<file path="config.mk">
export PLATFORM = sky130hd
export DESIGN_NAME = cheshire_idma_chan_sched
export DESIGN_NICKNAME = d
export VERILOG_FILES = /design/src/rtl/cheshire_idma_pkg.sv /design/src/rtl/cheshire_idma_tag_fifo.sv /design/src/rtl/cheshire_idma_chan_sched.sv
export SDC_FILE = /design/constraint.sdc
export NUM_CORES = 1
export LEC_CHECK = 0
export CORE_UTILIZATION = 56
export DETAILED_ROUTE_END_ITERATION = 8
export GPL_TIMING_DRIVEN = 0
export PLACE_DENSITY_LB_ADDON = 0.08
export SYNTH_ARGS = -nofsm -noshare
export SYNTH_HDL_FRONTEND = slang
export SYNTH_SLANG_ARGS = --single-unit
</file>
<file path="constraint.sdc">
create_clock -name clk_i -period 10.1 [get_ports clk_i]
set_input_delay 1.515 -clock clk_i [delete_from_list [all_inputs] [get_ports clk_i]]
set_output_delay 1.515 -clock clk_i [all_outputs]
set_load 0.01 [all_outputs]
</file>
<file path="src/rtl/cheshire_idma_pkg.sv">
// Shared types and helpers for the Cheshire iDMA multi-channel job scheduler.
// Latency: n/a (types and constant functions only).
// Backpressure: n/a.
package cheshire_idma_pkg;

    // Static configuration bundle used when wiring the scheduler into the SoC top.
    typedef struct packed {
        int unsigned num_chan;
        int unsigned id_width;
        int unsigned inflight_depth;
    } idma_chan_sched_cfg_t;

    localparam idma_chan_sched_cfg_t DefaultSchedCfg = '{
        num_chan:       4,
        id_width:       32,
        inflight_depth: 8
    };

    // A single channel still needs a 1-bit index so the tag FIFO has a width.
    function automatic int unsigned chan_idx_width(input int unsigned n);
        return (n > 1) ? $clog2(n) : 1;
    endfunction

    localparam int unsigned ChanIdxW = chan_idx_width(DefaultSchedCfg.num_chan);

    typedef logic [ChanIdxW-1:0] chan_idx_t;

endpackage

</file>
<file path="src/rtl/cheshire_idma_tag_fifo.sv">
// Tag FIFO recording the issuing channel of every job outstanding at the backend.
// Latency: 1 cycle push-to-head; no fall-through, head is read straight from storage.
// Backpressure: full_o/empty_o flags; push when full or pop when empty is ignored.
//
// Ports: clk_i/rst_i (sync active-high), push_i/data_i write side,
//        pop_i/data_o read side (data_o = current head), full_o, empty_o.
module cheshire_idma_tag_fifo #(
    parameter int unsigned Depth = 8,
    parameter int unsigned Width = 2
) (
    input  logic             clk_i,
    input  logic             rst_i,
    input  logic             push_i,
    input  logic [Width-1:0] data_i,
    input  logic             pop_i,
    output logic [Width-1:0] data_o,
    output logic             full_o,
    output logic             empty_o
);

    localparam int unsigned PtrW = (Depth > 1) ? $clog2(Depth) : 1;
    localparam int unsigned CntW = $clog2(Depth + 1);

    logic [Width-1:0] mem_q [Depth];
    logic [PtrW-1:0]  wr_ptr_q;
    logic [PtrW-1:0]  rd_ptr_q;
    logic [CntW-1:0]  cnt_q;
    logic             do_push;
    logic             do_pop;

    assign full_o  = (cnt_q == CntW'(Depth));
    assign empty_o = (cnt_q == '0);
    assign do_push = push_i & ~full_o;
    assign do_pop  = pop_i & ~empty_o;
    assign data_o  = mem_q[rd_ptr_q];

    always_ff @(posedge clk_i) begin
        if (do_push) begin
            mem_q[wr_ptr_q] <= data_i;
        end
    end

    always_ff @(posedge clk_i) begin
        if (rst_i) begin
            wr_ptr_q <= '0;
            rd_ptr_q <= '0;
            cnt_q    <= '0;
        end else begin
            if (do_push) begin
                wr_ptr_q <= (wr_ptr_q == PtrW'(Depth - 1)) ? '0 : wr_ptr_q + 1'b1;
            end
            if (do_pop) begin
                rd_ptr_q <= (rd_ptr_q == PtrW'(Depth - 1)) ? '0 : rd_ptr_q + 1'b1;
            end
            case ({do_push, do_pop})
                2'b10:   cnt_q <= cnt_q + 1'b1;
                2'b01:   cnt_q <= cnt_q - 1'b1;
                default: cnt_q <= cnt_q;
            endcase
        end
    end

endmodule

</file>
<file path="src/rtl/cheshire_idma_chan_sched.sv">
// Round-robin job scheduler from NumChan iDMA frontends onto one backend, with per-channel IDs.
// Latency: 0 cycles job path (combinational grant); ID/busy/err updates visible next cycle.
// Backpressure: job_ready_i forwarded to the granted channel only; grant locked until handshake;
//               no grant while InflightDepth jobs are outstanding. Completions always accepted.
//
// Ports: clk_i/rst_i; chan_en_i, job_i, job_valid_i, job_ready_o (frontend side);
//        job_o, job_chan_o, job_valid_o, job_ready_i (backend job side);
//        rsp_valid_i, rsp_ready_o (in-order completions); next_id_o, done_id_o, busy_o, err_o.
module cheshire_idma_chan_sched
    import cheshire_idma_pkg::*;
#(
    parameter int unsigned NumChan       = DefaultSchedCfg.num_chan,
    parameter int unsigned IdWidth       = DefaultSchedCfg.id_width,
    parameter int unsigned InflightDepth = DefaultSchedCfg.inflight_depth,
    parameter type         job_t         = logic
) (
    input  logic                                   clk_i,
    input  logic                                   rst_i,
    input  logic [NumChan-1:0]                     chan_en_i,
    input  job_t                                   job_i [NumChan],
    input  logic [NumChan-1:0]                     job_valid_i,
    output logic [NumChan-1:0]                     job_ready_o,
    output job_t                                   job_o,
    output logic [chan_idx_width(NumChan)-1:0]     job_chan_o,
    output logic                                   job_valid_o,
    input  logic                                   job_ready_i,
    input  logic                                   rsp_valid_i,
    output logic                                   rsp_ready_o,
    output logic [NumChan-1:0][IdWidth-1:0]        next_id_o,
    output logic [NumChan-1:0][IdWidth-1:0]        done_id_o,
    output logic [NumChan-1:0]                     busy_o,
    output logic                                   err_o
);

    localparam int unsigned ChanSelW = chan_idx_width(NumChan);
    localparam int unsigned OutW     = $clog2(InflightDepth + 1);

    logic [ChanSelW-1:0] rr_q;
    logic                lock_q;
    logic [ChanSelW-1:0] lock_idx_q;
    logic                err_q;

    logic                tag_full;
    logic                tag_empty;
    logic [ChanSelW-1:0] tag_head;

    logic [NumChan-1:0]  eligible;
    logic                arb_vld;
    logic [ChanSelW-1:0] arb_idx;
    logic [ChanSelW-1:0] grant_idx;
    logic                grant_vld;
    logic                hs;
    logic                pop;
    int unsigned         arb_k;

    // Full is taken before any same-cycle pop, so a retiring job never frees a slot early.
    assign eligible = job_valid_i & chan_en_i & {NumChan{~tag_full}};

    always_comb begin
        arb_vld = 1'b0;
        arb_idx = '0;
        arb_k   = 0;
        for (int unsigned i = 0; i < NumChan; i++) begin
            arb_k = (int'(rr_q) + i) % NumChan;
            if (!arb_vld && eligible[ChanSelW'(arb_k)]) begin
                arb_vld = 1'b1;
                arb_idx = ChanSelW'(arb_k);
            end
        end
    end

    // A stalled offer stays pinned to its channel regardless of chan_en_i so valid/payload
    // remain stable until the backend takes it. Reset masks the offer so nothing is pushed.
    assign grant_idx = lock_q ? lock_idx_q : arb_idx;
    assign grant_vld = ~rst_i & (lock_q | arb_vld);

    assign job_valid_o = grant_vld;
    assign job_chan_o  = grant_idx;
    assign job_o       = job_i[grant_idx];
    assign hs          = grant_vld & job_ready_i;
    assign pop         = rsp_valid_i & ~tag_empty;
    assign rsp_ready_o = 1'b1;
    assign err_o       = err_q;

    always_comb begin
        job_ready_o = '0;
        if (grant_vld) begin
            job_ready_o[grant_idx] = job_ready_i;
        end
    end

    always_ff @(posedge clk_i) begin
        if (rst_i) begin
            rr_q       <= '0;
            lock_q     <= 1'b0;
            lock_idx_q <= '0;
            err_q      <= 1'b0;
        end else begin
            if (grant_vld && !job_ready_i) begin
                lock_q     <= 1'b1;
                lock_idx_q <= grant_idx;
            end else if (hs) begin
                lock_q     <= 1'b0;
            end
            if (hs) begin
                rr_q <= (grant_idx == ChanSelW'(NumChan - 1)) ? '0 : grant_idx + 1'b1;
            end
            if (rsp_valid_i && tag_empty) begin
                err_q <= 1'b1;
            end
        end
    end

    cheshire_idma_tag_fifo #(
        .Depth (InflightDepth),
        .Width (ChanSelW)
    ) u_tag_fifo (
        .clk_i   (clk_i),
        .rst_i   (rst_i),
        .push_i  (hs),
        .data_i  (grant_idx),
        .pop_i   (pop),
        .data_o  (tag_head),
        .full_o  (tag_full),
        .empty_o (tag_empty)
    );

    for (genvar c = 0; c < NumChan; c++) begin : g_chan
        logic               issue;
        logic               retire;
        logic [IdWidth-1:0] next_id_q;
        logic [IdWidth-1:0] done_id_q;
        logic [OutW-1:0]    outstanding_q;

        assign issue  = hs & (grant_idx == ChanSelW'(c));
        assign retire = pop & (tag_head == ChanSelW'(c));

        // IDs wrap naturally at 2^IdWidth; 0 is a legal ID after wrap.
        always_ff @(posedge clk_i) begin
            if (rst_i) begin
                next_id_q     <= IdWidth'(1);
                done_id_q     <= '0;
                outstanding_q <= '0;
            end else begin
                if (issue) begin
                    next_id_q <= next_id_q + 1'b1;
                end
                if (retire) begin
                    done_id_q <= done_id_q + 1'b1;
                end
                case ({issue, retire})
                    2'b10:   outstanding_q <= outstanding_q + 1'b1;
                    2'b01:   outstanding_q <= outstanding_q - 1'b1;
                    default: outstanding_q <= outstanding_q;
                endcase
            end
        end

        assign next_id_o[c] = next_id_q;
        assign done_id_o[c] = done_id_q;
        assign busy_o[c]    = (outstanding_q != '0);
    end

endmodule

</file>
==> results.toml <==
[timing]
hold_violations = 0
period_share_pct = 62.9
period_needed_ns = 6.35
finClkSkew_ns = 0.0162
finalSetupViolCount = 0
worst_pin_slew_ns = 0.909
tns_ns = 0
relSlewSlack_pct = 39.1
maxSlewViolCount = 0
fin_ws_ns = 3.75
fmax_ghz = 0.158
rsz0062_at_grt = "false"

[setup_path]
cp_num_cells = 10
cp_top_family = "buffers and inverters"
crit_path_start_kind = "input pin"
worstSetupPathType = "input pin to primary output"
critical_path.max_stage_delay_ns = 0.67
worstPathArrival_ns = 4.83
path_cells = "clkdlybuf4s50_1, nand2_1, nor2_1, a32o_1, a31oi_1, ha_1, nand2_1, clkbuf_1, nor2_1, clkdlybuf4s50_1"
end_kind = "primary output"
reg2regPathDepth = 16
crit_slowest_cell = "a31oi_1"
crit_fanout = 10
cp_data_required_time_ns = 8.59
path_buf_inv = 3

[global_route]
first_global_vias = 14100
grt_max_degree = 13
grt_pass1_wl_mm = 71.9
antenna_found_initial = 0
grt_overflow = 0
grt_usage_pct = 31.4

[finish]
final_cell_area_mm2 = 0.0196
fin_cells = 2447
drive_above_1_share_pct = 5.40
multi_input_area_mm2 = 0.00823
antenna_cells = 0
n_fill_cell = 2017
nets = 2140
synthToLayoutAreaGrowth_pct = 29.2
regArea_mm2 = 0.00631

[clocking]
cts_made_buffers = 34
cts_tree = "yes"
clk_path_buf_depth = 3
clkLatencyLatePin_ns = 0.52
numClockSinks = 307
ctsHoldBuffers = 0
cts.reportedPaths.clkPinSlew_ns = 0.06
cts_htree_levels = 2
cts_resized = 0
postCtsSetupRepairBufs = 0
cts_root_buf = "clkbuf_16"

[yosys]
synth_fp_nets = 1821
synth_most_common_cell = "dfxtp_1"
synth_area_leaders = "dfxtp_1 (38%), a21oi_1 (5.6%), or4_1 (4.7%), o31ai_1 (4.5%), nor2_1 (4.4%)"
ys.flop_type = "dfxtp_1"
async_flop_share_pct = 0
synth_top_cells_by_count = "dfxtp_1 (291), nor2_1 (176), a21oi_1 (171)"
synth_top_area_share_pct = 38.4
yosysSeqAreaShare_pct = 41.5
ys.warnings.count = 0
syn_avg_cell_area_um2 = 8.58
yosysTopAreaCell = "dfxtp_1"
synth.ff_latch_count = 307
synthCells = 1770
synth_edf_count = 16
synth_cell_types = 75
synth_area_mm2 = 0.0152

[floorplanning]
die-area_mm2 = 0.0278
die_w_um = 167
io_pins = 286
dieHeight_um = 167
rows = 59
start_util_pct = 57.6
core_mm2 = 0.0264

[placement]
place.gp.congestion = 0.917
dp_hpwl_mm = 32.1
dpl-instance-area_mm2 = 0.0184
dp_slack_ns = 3.81
dp.cells = 2388
io_buffers = 283

[job]
drv_cap = 0

[route]
drc = 0
first_pass_iters = 6
wl_per_cell_um = 18.4
drtAntennaViolNets = 0
finalWirelength_mm = 44.9
drtIter0Drc = 1274
vias_per_cell = 6.24
vias = 15300

[power_and_ir_drop]
p_total_mw = 3.43
ir_drop_mv = 0.108
p_per_area_mw_per_mm2 = 175
leakagePower_nw = 6.22

[min_path]
hp-class = "flip-flop to flip-flop"
hold_path_depth = 2

[status]
status = "finished, final reports clean"
[path summary, 6_finish.rpt]
check	start	end	slack [ns]
worst max-delay path	job_valid_i[1]	job_ready_o[0]	3.75
worst min-delay path	err_o$_SDFFE_PP0P_	err_o$_SDFFE_PP0P_	0.48
worst max register to register	u_tag_fifo.cnt_q[0]$_SDFFE_PP0P_	g_chan[0].outstanding_q[3]$_SDFFE_PP0P_	5.41
worst min register to register	err_o$_SDFFE_PP0P_	err_o$_SDFFE_PP0P_	0.48
[cell type report]
class / count / area share (%)
multi-input combinational: 1304 / 42.0
tap: 335 / 2.14
buffer: 101 / 2.16
sequential: 307 / 32.2
clock buffer: 57 / 5.82
timing repair buffer: 283 / 14.4
inverter: 58 / 1.11
clock inverter: 2 / 0.179
[cells by family after synthesis]
family                   synth area share [%]
AND/OR/NAND/NOR                          27.1
AO/OA/AOI/OAI                            15.7
flip-flops                               41.5
buffers and inverters                    4.23
XOR/XNOR                                 6.35
adder cells (fa/ha/maj)                  3.08
multiplexers                             1.93
other                                  0.0247
[report_power, final]
group	total [mW]	leakage, nW	internal (mW)	switching, mW
Clock	1.30	0.582	0.792	0.505
Combinational	0.809	3.14	0.249	0.560
Sequential	1.32	2.49	1.27	0.0482
Total	3.43	6.22	2.31	1.11
[through the flow]
stage	hold slack, ns	util (%)
after floorplan	0.453	-
after global placement	0.447	69.9
after detailed placement	0.465	69.9
after CTS	0.481	74.4
after global routing	0.504	74.4
final	0.477	74.4
[layout by cell type (no fill, tap or decap), types with 4 or more instances in the layout]
cell	Yosys	routed
o41ai_1	13	13
dfxtp_1	291	291
buf_2	26	26
o211ai_1	5	5
or3_1	45	45
o21a_1	7	7
a21oi_1	171	171
inv_1	57	57
clkdlybuf4s50_1	0	283
o311ai_0	6	6
and3_1	26	26
o2111ai_1	4	4
nor4_1	22	22
nand3_1	97	97
xor2_1	44	44
and4_1	20	20
o21ai_0	52	52
nand4b_1	4	4
nand4_1	59	59
or2_2	4	4
clkbuf_16	0	37
a21o_1	4	4
mux2i_1	18	18
edfxtp_1	16	16
nor2b_1	5	5
clkbuf_8	0	14
mux4_2	4	4
ha_1	31	31
or4_1	95	95
and2_1	18	18
xnor2_1	66	66
nor3_1	37	37
clkbuf_1	70	76
fa_1	4	4
o31ai_1	91	91
nand2_1	117	117
nor2_1	176	176
a31oi_1	4	4
[sequential cells by signal, summed over array words and instances (netlist names), named ones only]
register              count
u_tag_fifo.cnt_q          4
lock_idx_q                2
g_chan.outstanding_q     16
u_tag_fifo.wr_ptr_q       3
u_tag_fifo.mem_q         16
rr_q                      2
u_tag_fifo.rd_ptr_q       3
lock_q                    1
g_chan.next_id_q        128
err_o                     1
g_chan.done_id_q        128
[routing by layer]
| layer | global-route usage (%) | up-vias | wire length [um] |
|---|---|---|---|
| met1 | 39.8 | 7292 | 18800 |
| met5 | 0 | - | 0 |
| li1 | - | 7198 | - |
| met3 | 5.68 | 125 | 3360 |
| met4 | 14.6 | 0 | 1760 |
| met2 | 51.9 | 646 | 21000 |
[worst min-delay path: stages, from the launching register on]
cell	delay, ns
dfxtp_1	0.33
a21oi_1	0.04
nor2_1	0.07
Power figures use the tool's default switching activity.
